$ cat config.mk
export PLATFORM = sky130hd
export DESIGN_NAME = cache_repl_dip
export DESIGN_NICKNAME = d
export VERILOG_FILES = /design/src/rtl/cache_repl_pkg.sv /design/src/rtl/dip_psel_ctr.sv /design/src/rtl/cache_repl_dip.sv
export SDC_FILE = /design/constraint.sdc
export NUM_CORES = 1
export LEC_CHECK = 0
export CAP_MARGIN = 20
export CORE_ASPECT_RATIO = 0.7
export CORE_MARGIN = 3
export CORE_UTILIZATION = 58
export DETAILED_ROUTE_END_ITERATION = 16
export PLACE_DENSITY_LB_ADDON = 0.1
export SYNTH_ARGS = -nofsm -noshare
export SYNTH_HDL_FRONTEND = slang
export SYNTH_SLANG_ARGS = --single-unit
$ cat constraint.sdc
create_clock -name clk -period 4.2 [get_ports clk]
set_input_delay 0.63 -clock clk [delete_from_list [all_inputs] [get_ports clk]]
set_output_delay 0.63 -clock clk [all_outputs]
set_load 0.01 [all_outputs]
$ cat src/rtl/cache_repl_pkg.sv
// Shared types and helpers for the DIP replacement engine: policy modes,
// set-dueling roles and the leader-set classifier.
package cache_repl_pkg;

  typedef enum logic [1:0] {
    REPL_LRU,
    REPL_BIP,
    REPL_DIP
  } repl_mode_e;

  typedef enum logic [1:0] {
    FOLLOWER,
    LRU_LEADER,
    BIP_LEADER
  } set_type_e;

  // Leaders are picked by comparing the upper and lower K index bits:
  // equal -> LRU leader, bitwise complement -> BIP leader.
  function automatic set_type_e classify_set(input int unsigned idx,
                                             input int unsigned index_width);
    int unsigned k;
    int unsigned mask;
    int unsigned hi;
    int unsigned lo;
    k    = index_width / 2;
    mask = (32'd1 << k) - 32'd1;
    hi   = (idx >> (index_width - k)) & mask;
    lo   = idx & mask;
    if (hi == lo) return LRU_LEADER;
    if (hi == (~lo & mask)) return BIP_LEADER;
    return FOLLOWER;
  endfunction

endpackage

$ cat src/rtl/dip_psel_ctr.sv
// Set-dueling control: classifies leader sets, keeps the saturating PSEL
// counter and the BIP throttle counter, and tells the top whether a fill touches.
module dip_psel_ctr
  import cache_repl_pkg::*;
#(
  parameter int         INDEX_WIDTH  = 5,
  parameter int         PSEL_WIDTH   = 10,
  parameter int         BIP_EPS_LOG2 = 5,
  parameter repl_mode_e MODE         = REPL_DIP
) (
  input  logic                   clk,
  input  logic                   rst,
  input  logic                   access_valid,
  input  logic                   access_hit,
  input  logic [INDEX_WIDTH-1:0] access_index,
  input  logic                   fill_valid,
  input  logic [INDEX_WIDTH-1:0] fill_index,
  output logic [PSEL_WIDTH-1:0]  psel,
  output logic                   policy_bip,
  output logic                   fill_touch
);

  localparam logic [PSEL_WIDTH-1:0] PSEL_INIT = {1'b0, {(PSEL_WIDTH-1){1'b1}}};

  logic [PSEL_WIDTH-1:0]   psel_reg;
  logic [BIP_EPS_LOG2-1:0] bip_ctr_reg;
  set_type_e               access_type;
  set_type_e               fill_type;
  logic                    follower_bip;
  logic                    fill_bip;

  always_comb begin
    access_type  = classify_set(32'(access_index), 32'(INDEX_WIDTH));
    fill_type    = classify_set(32'(fill_index), 32'(INDEX_WIDTH));
    follower_bip = psel_reg[PSEL_WIDTH-1];
    fill_bip     = 1'b0;
    policy_bip   = 1'b0;
    case (MODE)
      REPL_LRU: begin
        fill_bip   = 1'b0;
        policy_bip = 1'b0;
      end
      REPL_BIP: begin
        fill_bip   = 1'b1;
        policy_bip = 1'b1;
      end
      default: begin
        fill_bip   = (fill_type == BIP_LEADER) ||
                     ((fill_type == FOLLOWER) && follower_bip);
        policy_bip = follower_bip;
      end
    endcase
    // BIP only promotes to MRU once per 2**BIP_EPS_LOG2 of its fills
    fill_touch = !fill_bip || (bip_ctr_reg == '0);
  end

  always_ff @(posedge clk or posedge rst) begin
    if (rst) begin
      psel_reg    <= PSEL_INIT;
      bip_ctr_reg <= '0;
    end else begin
      if (MODE == REPL_DIP && access_valid && !access_hit) begin
        if (access_type == LRU_LEADER && psel_reg != '1)
          psel_reg <= psel_reg + 1'b1;
        else if (access_type == BIP_LEADER && psel_reg != '0)
          psel_reg <= psel_reg - 1'b1;
      end
      if (fill_valid && fill_bip)
        bip_ctr_reg <= bip_ctr_reg + 1'b1;
    end
  end

  assign psel = psel_reg;

endmodule

$ cat src/rtl/cache_repl_dip.sv
// N-way tree pseudo-LRU replacement with Dynamic Insertion Policy.
// Holds per-set tree bits; victim selection is a combinational read of registered state.
module cache_repl_dip
  import cache_repl_pkg::*;
#(
  parameter int         INDEX_WIDTH   = 5,
  parameter int         ASSOCIATIVITY = 4,
  parameter int         PSEL_WIDTH    = 10,
  parameter int         BIP_EPS_LOG2  = 5,
  parameter repl_mode_e MODE          = REPL_DIP,
  localparam int        WAY_W         = $clog2(ASSOCIATIVITY)
) (
  input  logic                     clk,
  input  logic                     rst,
  input  logic                     access_valid,
  input  logic [INDEX_WIDTH-1:0]   access_index,
  input  logic                     access_hit,
  input  logic [WAY_W-1:0]         access_way,
  input  logic                     fill_valid,
  input  logic [INDEX_WIDTH-1:0]   fill_index,
  input  logic [WAY_W-1:0]         fill_way,
  input  logic [INDEX_WIDTH-1:0]   victim_index,
  input  logic [ASSOCIATIVITY-1:0] victim_valid_mask,
  output logic [WAY_W-1:0]         victim_way,
  output logic                     policy_bip,
  output logic [PSEL_WIDTH-1:0]    psel
);

  localparam int DEPTH  = 2 ** INDEX_WIDTH;
  localparam int TREE_W = ASSOCIATIVITY - 1;

  typedef logic [TREE_W-1:0] tree_t;

  // Heap-ordered nodes: node n has children 2n+1 (lower) and 2n+2 (upper).
  // The tree is padded by one bit so the node index is exactly WAY_W wide.
  function automatic tree_t tree_touch(input tree_t t, input logic [WAY_W-1:0] w);
    logic [ASSOCIATIVITY-1:0] ext;
    logic [WAY_W-1:0]         node;
    logic [WAY_W-1:0]         rem;
    logic                     b;
    ext  = {1'b0, t};
    node = '0;
    rem  = w;
    for (int l = 0; l < WAY_W; l++) begin
      b         = rem[WAY_W-1];
      ext[node] = ~b;
      node      = WAY_W'(2 * int'(node) + 1 + int'(b));
      rem       = rem << 1;
    end
    return ext[TREE_W-1:0];
  endfunction

  function automatic logic [WAY_W-1:0] tree_victim(input tree_t t);
    logic [ASSOCIATIVITY-1:0] ext;
    logic [WAY_W-1:0]         node;
    logic [WAY_W-1:0]         w;
    logic                     b;
    ext  = {1'b0, t};
    node = '0;
    w    = '0;
    for (int l = 0; l < WAY_W; l++) begin
      b    = ext[node];
      w    = WAY_W'({w, b});
      node = WAY_W'(2 * int'(node) + 1 + int'(b));
    end
    return w;
  endfunction

  tree_t tree_reg [DEPTH];
  tree_t hit_tree;
  tree_t fill_base;
  tree_t fill_tree;
  logic  hit_en;
  logic  fill_touch;

  dip_psel_ctr #(
    .INDEX_WIDTH (INDEX_WIDTH),
    .PSEL_WIDTH  (PSEL_WIDTH),
    .BIP_EPS_LOG2(BIP_EPS_LOG2),
    .MODE        (MODE)
  ) u_psel (
    .clk         (clk),
    .rst         (rst),
    .access_valid(access_valid),
    .access_hit  (access_hit),
    .access_index(access_index),
    .fill_valid  (fill_valid),
    .fill_index  (fill_index),
    .psel        (psel),
    .policy_bip  (policy_bip),
    .fill_touch  (fill_touch)
  );

  assign hit_en = access_valid && access_hit;

  // A hit and a fill to the same set chain: the fill update starts from the touched tree.
  always_comb begin
    hit_tree  = tree_touch(tree_reg[access_index], access_way);
    fill_base = (hit_en && access_index == fill_index) ? hit_tree : tree_reg[fill_index];
    fill_tree = fill_touch ? tree_touch(fill_base, fill_way) : fill_base;
  end

  always_ff @(posedge clk or posedge rst) begin
    if (rst) begin
      for (int i = 0; i < DEPTH; i++)
        tree_reg[i] <= '0;
    end else begin
      if (hit_en)
        tree_reg[access_index] <= hit_tree;
      if (fill_valid)
        tree_reg[fill_index] <= fill_tree;
    end
  end

  // Invalid ways are always filled first, lowest index wins.
  always_comb begin
    victim_way = tree_victim(tree_reg[victim_index]);
    for (int i = ASSOCIATIVITY - 1; i >= 0; i--)
      if (!victim_valid_mask[i])
        victim_way = WAY_W'(i);
  end

endmodule

* After elaboration in Yosys (flattened, before gate mapping)
Index checks and enable logic that the tools add are counted.
Operators by class: add/subtract/negate cells 6, multipliers 0, div/mod/pow operators 0, magnitude comparators 10, equal/unequal tests 9, shift operators 0, mux-type cells 47, bitwise operators 9, reduce and logical (&&, ||, !) cells 20
Operators by type and width (number):
- 96-bit bitwise mux | 2
- 96-bit two-way mux | 2
- 3-bit binary-select mux with 5-bit select | 3
- 3-bit demux with 5-bit select | 2
- 3-bit two-way mux | 10
- 2-bit two-way mux | 12
- 10-bit two-way mux | 2
- 6-bit >= comparator (second input constant) | 3
- 5-bit NOT with 6-bit output | 3
- 6-bit by 1-bit < comparator with 1-bit output (second input constant) | 2
- 1-bit logical AND | 11
- 10-bit by 1-bit adder with 10-bit output (second input constant) | 1
- 10-bit inequality test (second input constant) | 1
- 10-bit nonzero test | 1
- 10-bit by 1-bit subtractor with 10-bit output (second input constant) | 1
- 2-bit by 3-bit < comparator with 1-bit output (second input constant) | 3
- 1-bit two-way mux | 9
- 4-bit bitwise mux | 2
- 2-bit == test | 4
- 1-bit by 1-bit adder with 2-bit output (first input constant) | 3
- 5-bit by 1-bit adder with 5-bit output (second input constant) | 1
- 5-bit == test | 1
- 5-bit logical NOT | 1
- 1-bit demux with 2-bit select | 2
- 11 further kinds | 19
Storage, ports and cells: flip-flop bits (word level) 111, latch bits 0, RAM bits 0, bits in read-only memories 0, output and inout bits 13, logic and storage cells 135, memories 0

* Depth between registers and ports, before layout
depth after elaboration 14, gate-level depth with buffers 14

* By module
A second synthesis with hierarchy kept.
Unflattened totals: cell total of the unflattened synthesis 878, area, all modules 8685.8 um2
Modules (own cells, without submodules):
- cache_repl_dip | times used 1, cells an instance 763, area an instance 7588.5 um2, sequential area each 2402.3 um2
- dip_psel_ctr | times used 1, cells an instance 115, area an instance 1097.3 um2, sequential area each 386.6 um2

* Worst setup path before layout
No wires, ideal clock.
path type input to register, start input access_index[1], end register u_psel.psel_reg[9] (netlist: u_psel.psel[9]), arrival time 3.865 ns, required time 4.121 ns, slack 0.256 ns, cell stages on the path 13, path buffers 2, cell sequence clkbuf_1 -> buf_1 -> xnor2_1 -> o311a_1 -> inv_1 -> ha_1 -> a21o_1 -> a21o_1 -> a2111oi_0 -> nor3_1 -> or4_1 -> a21oi_1 -> xor2_1
On the way: cells in the longest elaborated chain, start to end 10, elaborated cells on any way between the ends 16, classes of those cells 4 x eq/ne; 7 x mux; 1 x bitwise; 4 x reduce/logical
Ends and longest elaborated chain:
- from (decl) | line cache_repl_dip.sv:16 | input logic [INDEX_WIDTH-1:0] access_index,
- 2-bit NOT | line cache_repl_pkg.sv:30 | if (hi == (~lo & mask)) return BIP_LEADER;
- 2-bit == test | line cache_repl_pkg.sv:30
- 1-bit two-way mux (2 in a row) | line cache_repl_pkg.sv:30
- 2-bit two-way mux | line cache_repl_pkg.sv:31 | return FOLLOWER;
- 2-bit two-way mux (*) | line cache_repl_pkg.sv:30
- 2-bit == test or 2-bit by 1-bit == test with 1-bit output (tied branches) | line dip_psel_ctr.sv:65, dip_psel_ctr.sv:63
- 1-bit logical AND (on tied branches) | line dip_psel_ctr.sv:65, dip_psel_ctr.sv:63
- 2-bit nonzero test (no line)
- 2-bit AND reduction (no line)
- to (signal assigned) | line dip_psel_ctr.sv:64 | psel_reg <= psel_reg + 1'b1;
- to (signal assigned) | line dip_psel_ctr.sv:66 | psel_reg <= psel_reg - 1'b1;
- to (decl) | line dip_psel_ctr.sv:25 | logic [PSEL_WIDTH-1:0] psel_reg;
Every way passes the cells marked *; elsewhere a longest branch is shown, timed or not. The select of a mux whose other input is x is not followed. A chain may end at the register's enable or synchronous reset.

* Worst setup path in the final report
start input victim_index[1], end output victim_way[0]
On the way: cells in the longest elaborated chain, start to end 11
Ends and longest elaborated chain:
- from (decl) | line cache_repl_dip.sv:22 | input logic [INDEX_WIDTH-1:0] victim_index,
- 5-bit NOT with 6-bit output (implied by the code) (*) | line cache_repl_dip.sv:117 | victim_way = tree_victim(tree_reg[victim_index]);
- 3-bit binary-select mux with 5-bit select (*) | line cache_repl_dip.sv:117
- 3-bit two-way mux (implied by the code) (*) (2 in a row) | line cache_repl_dip.sv:117
- 1-bit by 1-bit adder with 2-bit output | line cache_repl_dip.sv:64 | node = WAY_W'(2 * int'(node) + 1 + int'(b));
- 1-bit binary-select mux with 2-bit select (*) | line cache_repl_dip.sv:62 | b = ext[node];
- 1-bit two-way mux (implied by the code) (*) | line cache_repl_dip.sv:62
- 2-bit two-way mux (*) (4 in a row) | line cache_repl_dip.sv:119 | if (!victim_valid_mask[i])
- to (decl) | line cache_repl_dip.sv:24 | output logic [WAY_W-1:0] victim_way,
Marks and branches as above.

==> flow_metrics.py <==
metrics = {
    "cells_and_area": {
        "fin_area_um2": 9154,
        "final_nets": 936,
        "diodes": 0,
        "drive_gt1_share_pct": 17.63,
        "largest_reg_flops": 96,
        "syn_to_final_growth_pct": 12.33,
    },
    "routing": {
        "drtIter0Drc": 1337,
        "final_antenna_net_count": 0,
        "post_drt_wl_per_cell_um": 24.33,
        "routed_wl_um": 26450,
        "dr.pass1.iters": 6,
        "vias": 7651,
        "drt-vias-per-instance": 7.039,
        "post-route-drc-count": 0,
    },
    "timing": {
        "clock_skew_ns": 0.01186,
        "setup_violations": 0,
        "tightest_slew_ns": 1.130,
        "finalCritPeriodShare_pct": 93.94,
        "rsz0062_at_grt": "no",
        "hold_viol_final": 0,
        "slew_violations": 0,
        "fin_crit_ns": 3.945,
        "fmax_mhz": 253.5,
        "fin_tns_setup_ns": 0,
        "worst_slew_margin_rel_pct": 23.96,
    },
    "synthesis": {
        "ys.warnings.count": 0,
        "dominantRegCellSynth": "dfrtp_1",
        "yosysSeqAreaShare_pct": 34.22,
        "syn-num-nets": 902,
        "syn_avg_cell_area_um2": 9.443,
        "synth_cell_types": 65,
        "synth_area_um2": 8149,
        "synth_seq_cells": 111,
        "synth_edf_count": 0,
        "netlist_instances": 863,
        "async_flop_share_pct": 100.0,
    },
    "global_route": {
        "grt_max_degree": 88,
        "grt-ovfl-total": 0,
        "grt_pass1_vias": 7400,
        "grt.total_usage_pct": 34.34,
        "antenna_found_initial": 1,
        "grt_pass1_wl_um": 41500,
    },
    "floorplan": {
        "die_w_um": 147.7,
        "rows": 35,
        "die_area_um2": 15530,
        "io_pins": 41,
        "initial_core_util_pct": 60.61,
        "die_h_um": 105.2,
        "core_um2": 13440,
    },
    "clocking": {
        "cts_sinks": 111,
        "cts.reportedPaths.clkPinSlew_ns": 0.07,
        "clock_path_buffers": 2,
        "cts_hold_buf": 0,
        "ctsRootBufferMaster": "clkbuf_16",
        "h-tree-depth": 3,
        "cts_inserted_buffers": 9,
        "cts_resized": 0,
        "cts_tree": "yes",
        "post-cts-setup-buffer-count": 0,
        "clk_latency_ns": 0.35,
    },
    "placed_design": {
        "dp_hpwl_um": 18510,
        "port_buffers": 40,
        "gp_congestion": 1.069,
        "place_area_um2": 8840,
    },
    "setup_path": {
        "end_kind": "primary output",
        "cp.arrival_ns": 3.32,
        "critPathMaxFanout": 24,
        "path_class": "input pin to primary output",
        "required_ns": 3.57,
        "cp-start-kind": "input pin",
    },
    "min_path": {
        "hp-class": "flip-flop to flip-flop",
    },
    "job": {
        "cap_viol_max_count": 0,
    },
    "power_and_ir_drop": {
        "switching_share_pct": 39.28,
        "power.share.clock_pct": 17.4,
        "switching_power_w": 0.001948,
        "power_density_nw_per_um2": 541.6,
        "p_leak_nw": 3.690,
        "total_power_w": 0.004958,
        "ir_worst_vdd_v": 0.0002881,
        "power.internal_w": 0.003010,
        "pwr-share-comb_pct": 43.0,
        "p_seq_share_pct": 39.6,
    },
    "outcome": {
        "status": "finished, final reports clean",
    },
}
[metal layers]
metal	wire (um)	global-route usage (%)	share of wire (%)
met5	13	0	0.049
met4	776	10.11	2.9
met3	3679	10.88	14
met2	11740	50.15	44
met1	10230	49.38	39
[metrics by stage]
step	setup WS (ns)	cells	hold slack (ns)	util, %
2_1_floorplan	0.2561	863	0.4475	-
3_3_place_gp	0.1669	1070	0.4650	65.75
3_5_place_dp	0.1202	1070	0.4840	65.75
4_1_cts	0.2929	1086	0.4982	67.88
5_1_grt	0.1699	1087	0.5248	68.09
6_report	0.2546	1087	0.4935	68.09
[worst max-delay path, cell delays in order]
cell,delay (ns)
clkdlybuf4s50_1,0.50
buf_12,0.22
mux4_2,0.38
a22oi_1,0.31
nand2_1,0.18
o211ai_1,0.22
o21ai_0,0.13
a31oi_1,0.18
clkdlybuf4s50_1,0.56
[synth_stat cells (4+ instances only)]
library cell,instances,area [um^2]
and2_1,6,37.54
ha_1,10,125.1
nand4_1,6,37.54
mux2i_1,29,290.3
nand2_1,145,544.3
a221oi_1,4,35.03
dfstp_2,9,236.5
mux4_2,56,1261
buf_2,5,25.02
o21ai_2,6,52.55
nor3_1,12,60.06
nor2b_1,24,150.1
nand3_1,11,55.05
nor3b_1,5,37.54
a22oi_1,10,75.07
buf_4,5,37.54
mux2_2,29,326.6
a21oi_1,64,320.3
inv_1,13,48.80
nor2_1,72,270.3
a22o_1,4,35.03
nand2b_1,7,43.79
buf_1,11,41.29
dfrtp_1,102,2552
xor2_1,8,70.07
a211oi_1,29,217.7
o21ai_0,84,420.4
xnor2_1,12,105.1
clkbuf_1,27,101.4
[layout make-up]
cell class / count / area (um^2)
inverters: 13 / 51.30
clock buffers: 13 / 240.2
multi-input cells: 687 / 5072
fillers: 1060 / 4290
repair buffers: 75 / 723.2
clock inverters: 3 / 46.29
well taps: 185 / 231.5
flip-flops and latches: 111 / 2789
[final timing paths]
kind	slack, ns	from	end	cells after the start
worst min register to register	0.49	u_psel.bip_ctr_reg[4]$_DFFE_PP0P_	u_psel.bip_ctr_reg[4]$_DFFE_PP0P_	1
worst min-delay path	0.49	u_psel.bip_ctr_reg[4]$_DFFE_PP0P_	u_psel.bip_ctr_reg[4]$_DFFE_PP0P_	1
min in group asynchronous	0.67	rst	tree_reg[87]$_DFF_PP0_	2
worst max register to register	0.50	u_psel.psel[3]$_DFFE_PP1P_	u_psel.psel[9]$_DFFE_PP0P_	11
max in group asynchronous	2.57	rst	tree_reg[48]$_DFF_PP0_	4
worst max-delay path	0.25	victim_index[1]	victim_way[0]	9
[cell families (layout without fill, tap and decap cells)]
group / Yosys count / in the layout / synth area share (%)
and+or+nand+nor: 306 / 306 / 16.84
AOI/OAI and AO/OA: 233 / 233 / 17.63
muxes: 116 / 116 / 23.54
DFF: 111 / 111 / 34.22
buffers and inverters: 65 / 104 / 3.716
xor gates and xnor gates: 20 / 20 / 2.150
adders and majority gates: 12 / 12 / 1.904
[layout by cell type (no fill, tap or decap), types with 4 or more instances in the layout]
cell	n
a211oi_1	29
a21oi_1	64
a221oi_1	4
a22o_1	4
a22oi_1	10
and2_1	6
buf_12	4
buf_4	30
clkbuf_1	4
clkbuf_16	9
clkdlybuf4s50_1	38
dfrtp_1	102
dfstp_2	9
ha_1	10
inv_1	12
mux2_2	29
mux2i_1	29
mux4_2	56
nand2_1	145
nand2b_1	7
nand3_1	11
nand4_1	6
nor2_1	72
nor2b_1	24
nor3_1	12
nor3b_1	5
o21ai_0	84
o21ai_2	7
xnor2_1	12
xor2_1	8
[power by group through the flow]
| stage | registers (W) | clock network, W | logic, W |
|---|---|---|---|
| final | 0.00196 | 0.000862 | 0.00213 |
| after floorplan | 0.00179 | 0 | 0.00149 |
| after global routing | 0.00199 | 0.000917 | 0.00230 |
| after detailed placement | 0.00194 | 0 | 0.00208 |
| after global placement | 0.00191 | 0 | 0.00200 |
| after CTS | 0.00193 | 0.000867 | 0.00209 |
Note: power is estimated with default switching activity, not from simulation.
